==> config.mk <==
export PLATFORM = sky130hd
export DESIGN_NAME = io_bus_bridge
export DESIGN_NICKNAME = d
export VERILOG_FILES = /design/src/rtl/io_bus_bridge.sv
export SDC_FILE = /design/constraint.sdc
export NUM_CORES = 1
export LEC_CHECK = 0
export CAP_MARGIN = 5
export CORE_AREA = 2 2 168 170
export CTS_CLUSTER_SIZE = 10
export DETAILED_ROUTE_END_ITERATION = 16
export DIE_AREA = 0 0 170 172
export PLACE_DENSITY = 0.7
export SETUP_SLACK_MARGIN = 0.02
export SLEW_MARGIN = 10
export SYNTH_ARGS = -nofsm -noshare
export SYNTH_HDL_FRONTEND = slang
export SYNTH_SLANG_ARGS = --single-unit
==> constraint.sdc <==
create_clock -name clk -period 9.8 [get_ports clk]
set_clock_uncertainty 0.2 [all_clocks]
set_input_delay 1.96 -clock clk [delete_from_list [all_inputs] [get_ports clk]]
set_output_delay 1.96 -clock clk [all_outputs]
set_load 0.05 [all_outputs]
==> src/rtl/io_bus_bridge.sv <==
// io_bus_bridge
// Turns one IO task (address, direction, width, right-aligned write data) into
// a single dword-aligned peripheral bus transaction. It returns right-aligned,
// width-masked read data, or an error for misalignment, bus error or timeout.
//
// Ports
//   clk, rst                 : clock, asynchronous active-high reset
//   task_valid/address/rw_ctrl/width_ctr/write_bus : task request side
//   read_bus/task_ready/task_error                 : task completion side
//   bus_req/bus_we/bus_addr/bus_wdata/bus_wstrb    : bus request (registered)
//   bus_ack/bus_rdata/bus_err                      : bus response
module io_bus_bridge #(
  parameter int unsigned TIMEOUT = 256
) (
  input  logic        clk,
  input  logic        rst,
  input  logic        task_valid,
  input  logic [39:0] address,
  input  logic        rw_ctrl,
  input  logic [1:0]  width_ctr,
  input  logic [63:0] write_bus,
  output logic [63:0] read_bus,
  output logic        task_ready,
  output logic        task_error,
  output logic        bus_req,
  output logic        bus_we,
  output logic [39:0] bus_addr,
  output logic [63:0] bus_wdata,
  output logic [7:0]  bus_wstrb,
  input  logic        bus_ack,
  input  logic [63:0] bus_rdata,
  input  logic        bus_err
);

  localparam logic [1:0]  ST_IDLE = 2'd0;
  localparam logic [1:0]  ST_REQ  = 2'd1;
  localparam logic [1:0]  ST_DONE = 2'd2;
  localparam logic [15:0] TO_LAST = 16'(TIMEOUT - 1);

  // Byte-lane mask for an access width, before shifting into position.
  function automatic logic [7:0] strb_mask(input logic [1:0] w);
    case (w)
      2'd0:    strb_mask = 8'h01;
      2'd1:    strb_mask = 8'h03;
      2'd2:    strb_mask = 8'h0F;
      2'd3:    strb_mask = 8'hFF;
      default: strb_mask = 8'hFF;
    endcase
  endfunction

  // Data mask for right-aligned read data of a given width.
  function automatic logic [63:0] data_mask(input logic [1:0] w);
    case (w)
      2'd0:    data_mask = 64'h0000_0000_0000_00FF;
      2'd1:    data_mask = 64'h0000_0000_0000_FFFF;
      2'd2:    data_mask = 64'h0000_0000_FFFF_FFFF;
      2'd3:    data_mask = 64'hFFFF_FFFF_FFFF_FFFF;
      default: data_mask = 64'hFFFF_FFFF_FFFF_FFFF;
    endcase
  endfunction

  // Natural alignment check on the low address bits.
  function automatic logic is_aligned(input logic [1:0] w, input logic [2:0] lo);
    case (w)
      2'd0:    is_aligned = 1'b1;
      2'd1:    is_aligned = (lo[0] == 1'b0);
      2'd2:    is_aligned = (lo[1:0] == 2'b00);
      2'd3:    is_aligned = (lo == 3'b000);
      default: is_aligned = 1'b0;
    endcase
  endfunction

  logic [1:0]  state_q, state_d;
  logic [15:0] cnt_q, cnt_d;
  logic [2:0]  lo_q, lo_d;
  logic [1:0]  width_q, width_d;
  logic        bus_req_q, bus_req_d;
  logic        bus_we_q, bus_we_d;
  logic [39:0] bus_addr_q, bus_addr_d;
  logic [63:0] bus_wdata_q, bus_wdata_d;
  logic [7:0]  bus_wstrb_q, bus_wstrb_d;
  logic [63:0] read_bus_q, read_bus_d;
  logic        task_error_q, task_error_d;

  // Next-state, task latching, timeout counting and completion capture.
  always_comb begin
    state_d      = state_q;
    cnt_d        = cnt_q;
    lo_d         = lo_q;
    width_d      = width_q;
    bus_we_d     = bus_we_q;
    bus_addr_d   = bus_addr_q;
    bus_wdata_d  = bus_wdata_q;
    bus_wstrb_d  = bus_wstrb_q;
    read_bus_d   = read_bus_q;
    task_error_d = task_error_q;
    case (state_q)
      ST_IDLE: begin
        read_bus_d   = 64'd0;
        task_error_d = 1'b0;
        if (task_valid) begin
          lo_d        = address[2:0];
          width_d     = width_ctr;
          bus_we_d    = rw_ctrl;
          bus_addr_d  = {address[39:3], 3'b000};
          bus_wdata_d = write_bus << {address[2:0], 3'b000};
          bus_wstrb_d = strb_mask(width_ctr) << address[2:0];
          cnt_d       = 16'd0;
          if (is_aligned(width_ctr, address[2:0])) begin
            state_d = ST_REQ;
          end else begin
            // Misaligned tasks complete immediately without touching the bus.
            state_d      = ST_DONE;
            task_error_d = 1'b1;
          end
        end else begin
          state_d = ST_IDLE;
        end
      end
      ST_REQ: begin
        // A response always wins over the timeout, even in the last cycle.
        if (bus_ack) begin
          state_d      = ST_DONE;
          task_error_d = bus_err;
          if (bus_we_q) begin
            read_bus_d = 64'd0;
          end else begin
            read_bus_d = (bus_rdata >> {lo_q, 3'b000}) & data_mask(width_q);
          end
        end else if (bus_err) begin
          state_d      = ST_DONE;
          task_error_d = 1'b1;
          read_bus_d   = 64'd0;
        end else if (cnt_q == TO_LAST) begin
          state_d      = ST_DONE;
          task_error_d = 1'b1;
          read_bus_d   = 64'd0;
        end else begin
          cnt_d = cnt_q + 16'd1;
        end
      end
      ST_DONE: begin
        state_d      = ST_IDLE;
        read_bus_d   = 64'd0;
        task_error_d = 1'b0;
      end
      default: begin
        state_d      = ST_IDLE;
        read_bus_d   = 64'd0;
        task_error_d = 1'b0;
      end
    endcase
    bus_req_d = (state_d == ST_REQ);
  end

  // State and output registers; reset clears everything asynchronously.
  always_ff @(posedge clk or posedge rst) begin
    if (rst) begin
      state_q      <= ST_IDLE;
      cnt_q        <= 16'd0;
      lo_q         <= 3'd0;
      width_q      <= 2'd0;
      bus_req_q    <= 1'b0;
      bus_we_q     <= 1'b0;
      bus_addr_q   <= 40'd0;
      bus_wdata_q  <= 64'd0;
      bus_wstrb_q  <= 8'd0;
      read_bus_q   <= 64'd0;
      task_error_q <= 1'b0;
    end else begin
      state_q      <= state_d;
      cnt_q        <= cnt_d;
      lo_q         <= lo_d;
      width_q      <= width_d;
      bus_req_q    <= bus_req_d;
      bus_we_q     <= bus_we_d;
      bus_addr_q   <= bus_addr_d;
      bus_wdata_q  <= bus_wdata_d;
      bus_wstrb_q  <= bus_wstrb_d;
      read_bus_q   <= read_bus_d;
      task_error_q <= task_error_d;
    end
  end

  // In IDLE the ready flag is a combinational handshake with task_valid.
  assign task_ready = (state_q == ST_IDLE) ? ~task_valid : (state_q == ST_DONE);
  assign task_error = task_error_q;
  assign read_bus   = read_bus_q;
  assign bus_req    = bus_req_q;
  assign bus_we     = bus_we_q;
  assign bus_addr   = bus_addr_q;
  assign bus_wdata  = bus_wdata_q;
  assign bus_wstrb  = bus_wstrb_q;

endmodule

==> results.txt, run 1 <==
* Number of antenna repair diodes: 0
* Crit-path cells: clkdlybuf4s50_1 -> a21oi_1 -> clkdlybuf4s50_1
- Remaining design rule violation count: 0
- Input and output buffers added on the ports amount to 352.
- Final routed wirelength across all metal layers: 38.44 mm
- Maximum number of pins on one net before global-route repair: 127
- Leakage power: 0.006398 uW
* Worst relative slew slack: 0.2230
* Crit-path slowest cell: sky130_fd_sc_hd__clkdlybuf4s50_1
* Max IR drop VDD: 0.0001208 V
- During synthesis, Yosys emitted a total of 0 warnings.
* Width of the chip: 170 microns
* Longest Clk Path Bufs: 2
- 1st-pass router iterations: 5
- For this run, asynchronously set or reset flops after synthesis account for 1.000.
* Chip Height: 172 microns
- Post-synth top area cell: sky130_fd_sc_hd__dfrtp_1
- Critical path fanouts, max: 3
- STA classifies the critical path startpoint as an input port.
* Vias post-DR: 9584
* Setup repair after global routing missed its margin: false
* Total GRT Usage: 0.2578
* Antenna viol nets, final: 0
* Part of the cycle the worst path needs: 0.5633
- Launch point of the critical path: task_valid
* R2R Path Start: state_q[1]$_DFF_PP0_
* Number of sinks driven by the clock tree: 199
* Count of pins on the block boundary: 356
* Multi-input combinational cell area: 5356 sq um
- Total of hold buffers inserted after clock tree synthesis: 0
- Number of nets in the layout: 1460
* Required time at the endpoint of the critical path: 7.64 ns
- The worst path needs 5.520 ns of the cycle, external delays included.
- The share of synthesized area in the top cell type comes to 0.4627.
- Ranked by total cell area, the synthesized netlist is headed by sky130_fd_sc_hd__dfrtp_1, sky130_fd_sc_hd__mux4_2, sky130_fd_sc_hd__mux2i_1.
- Initial detailed-routing violation count: 914
- Placeable core region: 27480 sq um
- H-tree depth reported by CTS: 4
- Summing every instance area after synthesis gives 10760 sq um.
* Number of hold-slack violations in the final timing report: 0
- In the final routed layout, each cell accounts on average for 23.41 microns.
- The initial utilization of the core area, before any placement, comes to 0.3917.
- First-pass GRT wire length: 57.10 mm
* Vias in the first global route: 9538
- The max-slew violation count is 0.
- Counting the buffers created by CTS gives 17.
* Count of flip-flops with a built-in enable after synthesis: 0
- Number of cells produced by synthesis: 985
- Setup violations remaining at the end of the flow were counted as 0.
* Sequential-to-total area share from yosys stat: 0.4627
- The startpoint identified for the worst hold timing path is bus_wstrb[3]$_DFFE_PP0P_.
- In this run the core area contains 61 standard-cell rows.
- Setup total negative slack on the finished layout was measured at 0 ns.
- Averaged over all synthesized cells, the footprint is 10.93 sq um.
- The initial antenna violation count was 0.
* Total of max-cap violations: 0
* Fill cell total of the finished layout: 2392
- Result of the run: completed
- Overall power consumption after layout is estimated at 3061 uW.
- Tightest Pin Transition: 1.166 ns
* Number of gates resized after cts: 0
- After clock tree synthesis, the clock-pin slew on the worst setup and hold paths is 0.07 ns.
- Delay of the slowest critical-path stage: 0.82 ns
- TritonCTS clock tree: built
* Worst min path class: reg2reg
* Area of the die: 29240 sq um
- Synth-to-Final Area Change: 39.62%
- Number of post-CTS setup repair buffers: 0
- Synthesis-stage register bit count: 199
- The worst setup path is captured at an output pin.
- Timing would allow up to 181.1 MHz.
* Root cell of the clock tree: sky130_fd_sc_hd__clkbuf_16
- Counting stages on the worst path, the most repeated cell is sky130_fd_sc_hd__clkdlybuf4s50_1.
- Fraction of final layout cells sized beyond drive strength 1: 0.09028
* Endpoint arrival time on the critical path: 3.36 ns
- Final RePlAce weighted congestion: 0.8694
- In the routed layout, each cell is associated on average with a via count of 5.837.
- DPL Wire Length: 27.74 mm
- Critical path class: in2out
- Registers take 4985 sq um.
- Synth Flop Type: sky130_fd_sc_hd__dfrtp_1
- In this run, distinct cell masters in the synthesized netlist total 58.
- Power per standard cell area: 203.7 nW/um^2
* Global route overflow: 0
* Worst skew pair latency: 0.43 ns
## Yosys cell counts (16+ instances only)
master	count
sky130_fd_sc_hd__clkbuf_1	37
sky130_fd_sc_hd__nand3_1	25
sky130_fd_sc_hd__dfrtp_1	199
sky130_fd_sc_hd__a22o_1	41
sky130_fd_sc_hd__mux4_2	54
sky130_fd_sc_hd__nor2_1	25
sky130_fd_sc_hd__nand2_1	197
sky130_fd_sc_hd__o21ai_0	49
sky130_fd_sc_hd__o2bb2ai_1	23
sky130_fd_sc_hd__mux2i_1	82
sky130_fd_sc_hd__buf_2	22
sky130_fd_sc_hd__a221o_1	24
sky130_fd_sc_hd__a21oi_1	16
sky130_fd_sc_hd__nor2b_1	28
## layout make-up
cell class	count	share of cell area
multi-input cells	690	0.3565
flip-flops and latches	199	0.3317
repair buffers	362	0.2390
clock buffers	18	0.02856
inverters	13	0.003747
well taps	346	0.02881
clock inverters	14	0.01174
## critical path, delay by kind of cell
kind            cells  cell delay (ns)
buf+inv             2             1.24
compound gates      1             0.16
## placed cells by master (no fill, tap or decap), types with 16 or more instances in the layout
cell / count
sky130_fd_sc_hd__a22o_1: 41
sky130_fd_sc_hd__a221o_1: 24
sky130_fd_sc_hd__a21oi_1: 16
sky130_fd_sc_hd__nand3_1: 25
sky130_fd_sc_hd__nor2_1: 23
sky130_fd_sc_hd__clkbuf_16: 17
sky130_fd_sc_hd__mux4_2: 54
sky130_fd_sc_hd__nand2_1: 197
sky130_fd_sc_hd__mux2i_1: 82
sky130_fd_sc_hd__o2bb2ai_1: 23
sky130_fd_sc_hd__o21ai_0: 49
sky130_fd_sc_hd__nor2b_1: 28
sky130_fd_sc_hd__dfrtp_1: 197
sky130_fd_sc_hd__clkdlybuf4s50_1: 350
## metrics by stage
step / util / worst slack (ns) / std cells / hold WS, ns / cell area, sq um
detailed placement: 0.5249 / 4.284 / 1610 / 0.2616 / 14420
CTS: 0.5469 / 4.272 / 1642 / 0.2812 / 15030
global route: 0.5469 / 4.209 / 1642 / 0.3011 / 15030
floorplan: - / 2.214 / 987 / 0.2894 / 10770
finish: 0.5469 / 4.280 / 1642 / 0.2783 / 15030
global placement: 0.5249 / 4.286 / 1610 / 0.2584 / 14420
## cell families (layout without fill, tap and decap cells)
logic type / Yosys count / in the layout / synth area share
muxes: 144 / 144 / 0.1976
xor gates and xnor gates: 2 / 2 / 0.001628
buffers and inverters: 98 / 407 / 0.04197
other: 1 / 3 / 0.0003484
adders and majority gates: 1 / 1 / 0.001162
AOI/OAI and AO/OA: 230 / 230 / 0.1629
DFF: 199 / 199 / 0.4627
and+or+nand+nor: 310 / 310 / 0.1317
## worst paths after layout
kind                                                   to  cells past startpoint  slack (ns)
worst max-delay path                           task_ready                      3        4.28
worst min-delay path             bus_wstrb[3]$_DFFE_PP0P_                      2        0.28
worst max register to register  bus_wdata[51]$_DFFE_PP0P_                      5        6.77
worst min register to register   bus_wstrb[3]$_DFFE_PP0P_                      2        0.28
max in group asynchronous        read_bus[38]$_DFFE_PP0P_                      3        5.91
min in group asynchronous         read_bus[5]$_DFFE_PP0P_                      2        1.87
## state kept, by name, indices dropped and copies added, names as in the netlist
register and flops:
state_q 2, cnt_q 16, bus_req 1, width_q 2, lo_q 3, bus_we 1
bus_addr 37, read_bus 64, bus_wstrb 8, task_error 1, bus_wdata 64
## routing by layer
layer  global-route usage  wire, microns  up-vias
li1                     -              -     4262
met1               0.3057          14650     4782
met2               0.4362          18810      476
met3              0.08125           3609       64
met4               0.1059           1366        0
met5                    0              0        -
## report_power, final
| part | total (uW) | switching [uW] | internal (uW) |
|---|---|---|---|
| registers | 1060 | 123 | 941 |
| logic | 1260 | 788 | 476 |
| clock network | 733 | 363 | 369 |
Power figures use the tool's default switching activity.
==> run 2: changes to the inputs <==
--- a/config.mk
+++ b/config.mk
@@ -10,7 +10,7 @@
 export CTS_CLUSTER_SIZE = 10
 export DETAILED_ROUTE_END_ITERATION = 16
 export DIE_AREA = 0 0 170 172
-export PLACE_DENSITY = 0.7
+export PLACE_DENSITY = 0.73
 export SETUP_SLACK_MARGIN = 0.02
 export SLEW_MARGIN = 10
 export SYNTH_ARGS = -nofsm -noshare
==> constraint.sdc (replaced) <==
create_clock -name clk -period 4.5 [get_ports clk]
set_clock_uncertainty 0.2 [all_clocks]
set_input_delay 0.9 -clock clk [delete_from_list [all_inputs] [get_ports clk]]
set_output_delay 0.9 -clock clk [all_outputs]
set_load 0.05 [all_outputs]
==> results.txt, run 2 (synthesis results as in run 1) <==
* Setup TNS Final: 0 ns (unchanged)
* Total of hold buffers inserted after clock tree synthesis: 0 (unchanged)
- Crit-path cells: clkdlybuf4s50_1 -> a21oi_1 -> clkdlybuf4s50_1
- Dividing the final minimum period by the clock period gives 0.7548.
* Total GRT Usage: 0.2679 (+0.01012)
* Critical path class: in2out
* Required time at the endpoint of the critical path: 3.40 ns (-4.24 ns)
- Width of the chip: 170 microns (unchanged)
* Vias per Instance: 5.890 (+0.91%)
- The global-route wire length before repair came to 59.08 mm (+3.5%).
- Delay of the slowest critical-path stage: 0.82 ns (about the same)
- Total of max-cap violations: 0 (unchanged)
- Kind of start point of the critical path: input port
- The area of the core came to 27480 sq um (unchanged).
* Commonest non-fill, non-tap cell in the layout: sky130_fd_sc_hd__clkdlybuf4s50_1
- Peak Freq: 294.4 MHz
- The relative slew slack was 0.2656 (+0.04265).
- Average wire length per cell after detail routing: 24.02 microns (+2.6%)
* Final setup fails: 0 (unchanged)
* Fraction of final layout cells sized beyond drive strength 1: 0.09732 (+0.007040)
* H-tree depth reported by CTS: 4 (unchanged)
- Multi-input combinational cell area: 5356 sq um (unchanged)
* Worst min path class: reg2reg
- The leakage dissipation came to 0.006445 uW (+0.73%).
- The number of antenna diodes came to 0 (unchanged).
- Root cell of the clock tree: sky130_fd_sc_hd__clkbuf_16
- Longest Clk Path Bufs: 2 (unchanged)
* DPL Wire Length: 29.07 mm (+4.8%)
- Setup repair after global routing missed its margin: false
- The data arrival time of the worst path was 2.30 ns (-1.06 ns).
- Result of the run: completed
* TritonCTS clock tree: built
- The number of cells upsized or downsized after cts is 0 (unchanged).
* Max IR drop VDD: 0.0002825 V (+130%)
- FF/Latch Area: 4985 sq um (unchanged)
* Antenna viol nets, final: 0 (unchanged)
- Synth-to-Final Area Change: 40.46%
* Initial Util: 0.3917 (unchanged)
* Final hold slack: 0.2808 ns (+0.002527 ns)
- The hold violation count in the final report came to 0 (unchanged).
- The number of top-level design ports was 356 (unchanged).
- The remaining routing DRC violations came to 0 (unchanged).
- The layout filler cell count came to 2394 (+0.084%).
- Crit-path slowest cell: sky130_fd_sc_hd__clkdlybuf4s50_1
* Final RePlAce weighted congestion: 0.9403 (+8.2%)
- Number of sinks driven by the clock tree: 199 (unchanged)
- The actual transition at the worst max-transition pin came to 1.099 ns (-0.06624 ns).
- Clock-pin slew on the worst setup and hold paths: 0.07 ns (about the same)
* Vias post-DR: 9724 (+1.5%)
- Most frequent cells in the layout: sky130_fd_sc_hd__clkdlybuf4s50_1, sky130_fd_sc_hd__nand2_1, sky130_fd_sc_hd__dfrtp_1
* Final min period: 3.396 ns
- The number of optimization iterations in the first detailed-route pass was 5 (unchanged).
- The buffer count from post-CTS setup fixing was 0 (unchanged).
- Inserted Clock Buffers: 17 (unchanged)
* Most prevalent standard cell on the critical path: sky130_fd_sc_hd__clkdlybuf4s50_1
* Initial detailed-routing violation count: 1017 (+11%)
- The highest net fanout along the worst path was 3 (unchanged).
- Number of buffer cells added on primary ports: 352 (unchanged)
* Global route overflow: 0 (unchanged)
- The pin count of the biggest net entering global routing came to 91 (-28%).
* Power per standard cell area: 436.5 nW/um^2 (+110%)
- The area of the die came to 29240 sq um (unchanged).
- Endpoint class of the critical path: output pin
* Vias in the first global route: 9636 (+1.0%)
- The final-stage net count came to 1470 (+0.68%).
- The initial antenna violation count was 0 (unchanged).
- The final wirelength is 39.65 mm (+3.2%).
* Site Rows: 61 (unchanged)
- Max-slew violation count: 0 (unchanged)
* Worst skew pair latency: 0.43 ns (about the same)
- The die boundary height came to 172 microns (unchanged).
## run 2: cell count changes in the layout (fill, tap and decap cells not counted)
cell                         before  now
sky130_fd_sc_hd__clkinv_8         3    1
sky130_fd_sc_hd__bufinv_16        1    0
sky130_fd_sc_hd__clkbuf_1         1    0
sky130_fd_sc_hd__clkinv_2         0    1
sky130_fd_sc_hd__inv_8            5    4
sky130_fd_sc_hd__inv_6            4    3
sky130_fd_sc_hd__buf_12           0    5
sky130_fd_sc_hd__clkinvlp_4       0    1
sky130_fd_sc_hd__clkinv_4         2    5
sky130_fd_sc_hd__buf_4           11   16
## run 2: final timing paths
| path | from | end | depth (start not counted) | slack, ns |
|---|---|---|---|---|
| min reg2reg | bus_addr[24]$_DFFE_PP0P_ | bus_addr[24]$_DFFE_PP0P_ | 2 | 0.28 |
| max in group asynchronous | rst | bus_addr[27]$_DFFE_PP0P_ | 3 | 2.68 |
| max reg2reg | width_q[0]$_DFFE_PP0P_ | read_bus[58]$_DFFE_PP0P_ | 4 | 1.59 |
| min in group asynchronous | rst | read_bus[63]$_DFFE_PP0P_ | 2 | 0.61 |
| max | task_valid | task_ready | 3 | 1.10 |
| min | bus_addr[24]$_DFFE_PP0P_ | bus_addr[24]$_DFFE_PP0P_ | 2 | 0.28 |
## run 2: worst max-delay path: cells and delay by family
kind / cells / cell delay [ns]
AO/OA/AOI/OAI: 1 / 0.15
buffers and inverters: 2 / 1.24
## run 2: layer usage
| metal | GRT usage | wire [microns] | vias to the layer above | share of wire |
|---|---|---|---|---|
| met5 | 0 | 0 | - | 0 |
| met4 | 0.1215 | 1695 | 0 | 0.043 |
| met3 | 0.07485 | 3579 | 77 | 0.090 |
| met2 | 0.4502 | 19180 | 508 | 0.48 |
| met1 | 0.3220 | 15200 | 4847 | 0.38 |
| li1 | - | - | 4292 | - |
## run 2: stage by stage
| stage | cells | cell area [sq um] | power (uW) | util | setup slack [ns] |
|---|---|---|---|---|---|
| after global placement | 1620 | 14560 | 5080 | 0.5297 | 1.086 |
| after floorplan | 987 | 10770 | 4079 | - | 0.8257 |
| after global routing | 1651 | 15120 | 6885 | 0.5502 | 1.034 |
| after CTS | 1651 | 15120 | 6638 | 0.5502 | 1.100 |
| after detailed placement | 1620 | 14560 | 5111 | 0.5297 | 1.050 |
| final | 1651 | 15120 | 6599 | 0.5502 | 1.104 |
## run 2: area by class of cell
cell class | instances | area share
clock buffer | 17 | 0.02814
clock inverter | 14 | 0.009022
inverter | 13 | 0.003476
multi-input combinational | 690 | 0.3543
sequential | 199 | 0.3297
tap | 346 | 0.02864
timing repair buffer | 372 | 0.2466
## run 2: power breakdown
group          leakage (uW)  internal [uW]  switching [uW]
clock              0.000279            735             779
sequential          0.00262           2050             281
combinational       0.00355           1050            1710
total               0.00645           3830            2770
==> run 3: changes to the inputs <==
==> constraint.sdc (replaced) <==
create_clock -name clk -period 2.8 [get_ports clk]
set_clock_uncertainty 0.2 [all_clocks]
set_input_delay 0.56 -clock clk [delete_from_list [all_inputs] [get_ports clk]]
set_output_delay 0.56 -clock clk [all_outputs]
set_load 0.05 [all_outputs]
==> results.txt, run 3 (synthesis results as in run 1) <==
- The post-detailed-placement cell area is 15050 sq um (+3.4%).
- The global placement routability congestion is 0.9473 (+0.74%).
* Cell area after layout: 15660 sq um (+3.6%)
- The final-stage net count was 1511 (+2.8%).
- Total stage count of the critical path: 1 (-2)
- The share of layout cells above drive strength 1 was 0.1262 (+0.02889).
* Least setup slack across all paths after layout: 0.2820 ns (-0.8216 ns)
- The final wirelength was 39.64 mm (about the same).
- Leakage power: 0.006738 uW (+4.5%)
- The data arrival time of the worst path was 1.76 ns (-0.54 ns).
- Maximum number of pins on one net before global-route repair: 77 (-15%)
- Tightest Pin Transition: 0.7533 ns (-0.3461 ns)
* Worst relative slew slack: 0.4968 (+0.2312)
- Worst skew pair latency: 0.43 ns (about the same)
* Part of the cycle the worst path needs: 0.8993
- Leaving out fill and tap cells, the most frequent cell in the layout is sky130_fd_sc_hd__clkdlybuf4s50_1.
- Final min period: 2.518 ns
* Relative contribution of the clock network to total power: 0.238 (+0.009)
* Depth of the most critical reg-to-reg path: 6 (+2)
- In this run the worst hold path is classified as reg2reg.
- Buf/Inv on CP: 1 (-1)
- The max-slew violation count came to 0 (unchanged).
* Setup repair after global routing missed its margin: false
- TritonCTS clock tree: built
- Vias per Instance: 5.843 (-0.80%)
- Number of sinks driven by the clock tree: 199 (unchanged)
- The power density over the cells was 699.9 nW/um^2 (+60%).
* Reg2reg setup slack: 0.42 ns (-1.17 ns)
* Required time at the endpoint of the critical path: 2.04 ns (-1.36 ns)
* Reg power frac: 0.334 (-0.019)
- Remaining design rule violation count: 0 (unchanged)
- Number of buffer cells added on primary ports: 352 (unchanged)
* Chip Height: 172 microns (unchanged)
- Placeable core region: 27480 sq um (unchanged)
- The switching power share of the total is 0.4082 (-0.01094).
- The cell sitting at the root of the clock tree is a sky130_fd_sc_hd__clkbuf_16.
- The number of antenna diodes came to 0 (unchanged).
- Total of max-cap violations: 0 (unchanged)
* Site Rows: 61 (unchanged)
* Launch point of the critical path: bus_wstrb[4]$_DFFE_PP0P_
- Cell-internal power: 6485 uW (+69%)
* R2R Path Start: cnt_q[0]$_DFFE_PP0P_
* Result of the run: completed
- The x dimension of the die is 170 microns (unchanged).
- The final count of negative-setup-slack endpoints came to 0 (unchanged).
- Longest Clk Path Bufs: 2 (unchanged)
* Vias in the first global route: 9964 (+3.4%)
- Critical path fanouts, max: 2 (-1)
- The clock edge transition at the registers on the reported setup and hold paths was 0.07 ns (about the same).
- The hold violation count in the final report is 0 (unchanged).
* Total of hold buffers inserted after clock tree synthesis: 0 (unchanged)
- The number of top-level design ports came to 356 (unchanged).
- Among all stages on the critical path, the largest delay is contributed by sky130_fd_sc_hd__clkdlybuf4s50_1.
* Post-place setup slack: 0.1357 ns (-0.9140 ns)
* Total GRT Usage: 0.2669 (-0.001017)
- The area of the die was 29240 sq um (unchanged).
- First-pass GRT wire length: 59.22 mm (+0.23%)
- Critical path class: reg2out
* Number of post-CTS setup repair buffers: 0 (unchanged)
- The worst voltage drop across the vdd grid is 0.0003975 V (+41%).
- The number of CTS-inserted buffers was 17 (unchanged).
* Number of gates resized after cts: 0 (unchanged)
- H-tree depth reported by CTS: 4 (unchanged)
- Antenna viol nets, final: 0 (unchanged)
- Reported net switching power: 4474 uW (+62%)
* Global route overflow: 0 (unchanged)
- The stage delay of the slowest cell on the critical path is 0.87 ns (+0.05 ns).
* Critical R2R Capture: read_bus[1]$_DFFE_PP0P_
- The portion of total power attributed to combinational logic is 0.428 (+0.011).
- DPL Wire Length: 29.78 mm (+2.4%)
- Synth-to-Final Area Change: 45.48%
- Initial Util: 0.3917 (unchanged)
- Initial detailed-routing violation count: 1002 (-1.5%)
* Average wire length per cell after detail routing: 23.41 microns (-2.5%)
- Grouping stages by cell kind, the critical path spends the most delay in buffers and inverters.
* Fill cell total of the finished layout: 2343 (-2.1%)
- Peak Freq: 397.1 MHz
* Endpoint class of the critical path: output pin
* Vias post-DR: 9892 (+1.7%)
- Crit-path cells: clkdlybuf4s50_1
- 1st-pass router iterations: 6 (+1)
* Critical Path Sink: bus_wstrb[4]
* Antenna violations before repair: 0 (unchanged)
* Most frequent cells in the layout: sky130_fd_sc_hd__clkdlybuf4s50_1, sky130_fd_sc_hd__nand2_1, sky130_fd_sc_hd__dfrtp_1
- Kind of start point of the critical path: register
[run 3: stage by stage]
stage	TNS (ns)	instances	power (uW)	utilization	hold WS, ns
global placement	0	1661	8346	0.5477	0.2573
floorplan	-106.34	987	6556	-	0.2894
CTS	0	1693	11020	0.5699	0.2800
global route	0	1693	11420	0.5699	0.2941
detailed placement	0	1661	8391	0.5477	0.2614
finish	0	1693	10960	0.5699	0.2758
[run 3: layout make-up]
| cell class | count | area [sq um] | share of cell area |
|---|---|---|---|
| Multi-Input combinational cell | 690 | 5356 | 0.3421 |
| Tap cell | 346 | 432.9 | 0.02765 |
| Timing Repair Buffer | 413 | 4222 | 0.2696 |
| Clock inverter | 15 | 183.9 | 0.01175 |
| Inverter | 13 | 52.55 | 0.003356 |
| Clock buffer | 17 | 425.4 | 0.02717 |
| Sequential cell | 199 | 4985 | 0.3184 |
[run 3: power by group through the flow]
| stage | Combinational (uW) | Sequential [uW] | Clock [uW] |
|---|---|---|---|
| after global routing | 4930 | 3710 | 2780 |
| after global placement | 4650 | 3690 | 0 |
| after floorplan | 1580 | 4980 | 0 |
| final | 4690 | 3660 | 2610 |
| after CTS | 4710 | 3650 | 2660 |
| after detailed placement | 4700 | 3690 | 0 |
[run 3: worst min-delay path by stage]
stage / startpoint / end / slack, ns / depth (start not counted)
3_5_place_dp: bus_addr[39]$_DFFE_PP0P_ / bus_addr[39]$_DFFE_PP0P_ / 0.26 / 2
3_3_place_gp: bus_addr[9]$_DFFE_PP0P_ / bus_addr[9]$_DFFE_PP0P_ / 0.26 / 2
5_1_grt: bus_addr[18]$_DFFE_PP0P_ / bus_addr[18]$_DFFE_PP0P_ / 0.29 / 2
6_report: bus_addr[14]$_DFFE_PP0P_ / bus_addr[14]$_DFFE_PP0P_ / 0.28 / 2
4_1_cts: bus_addr[4]$_DFFE_PP0P_ / bus_addr[4]$_DFFE_PP0P_ / 0.28 / 2
2_1_floorplan: cnt_q[13]$_DFFE_PP0P_ / cnt_q[13]$_DFFE_PP0P_ / 0.29 / 1
[run 3: per-layer routing]
metal | up-vias | wire (microns) | GRT usage
met5 | - | 0 | 0
met4 | 0 | 1654 | 0.1211
met3 | 92 | 3739 | 0.07279
met2 | 565 | 19540 | 0.4591
met1 | 4854 | 14710 | 0.3130
li1 | 4381 | - | -
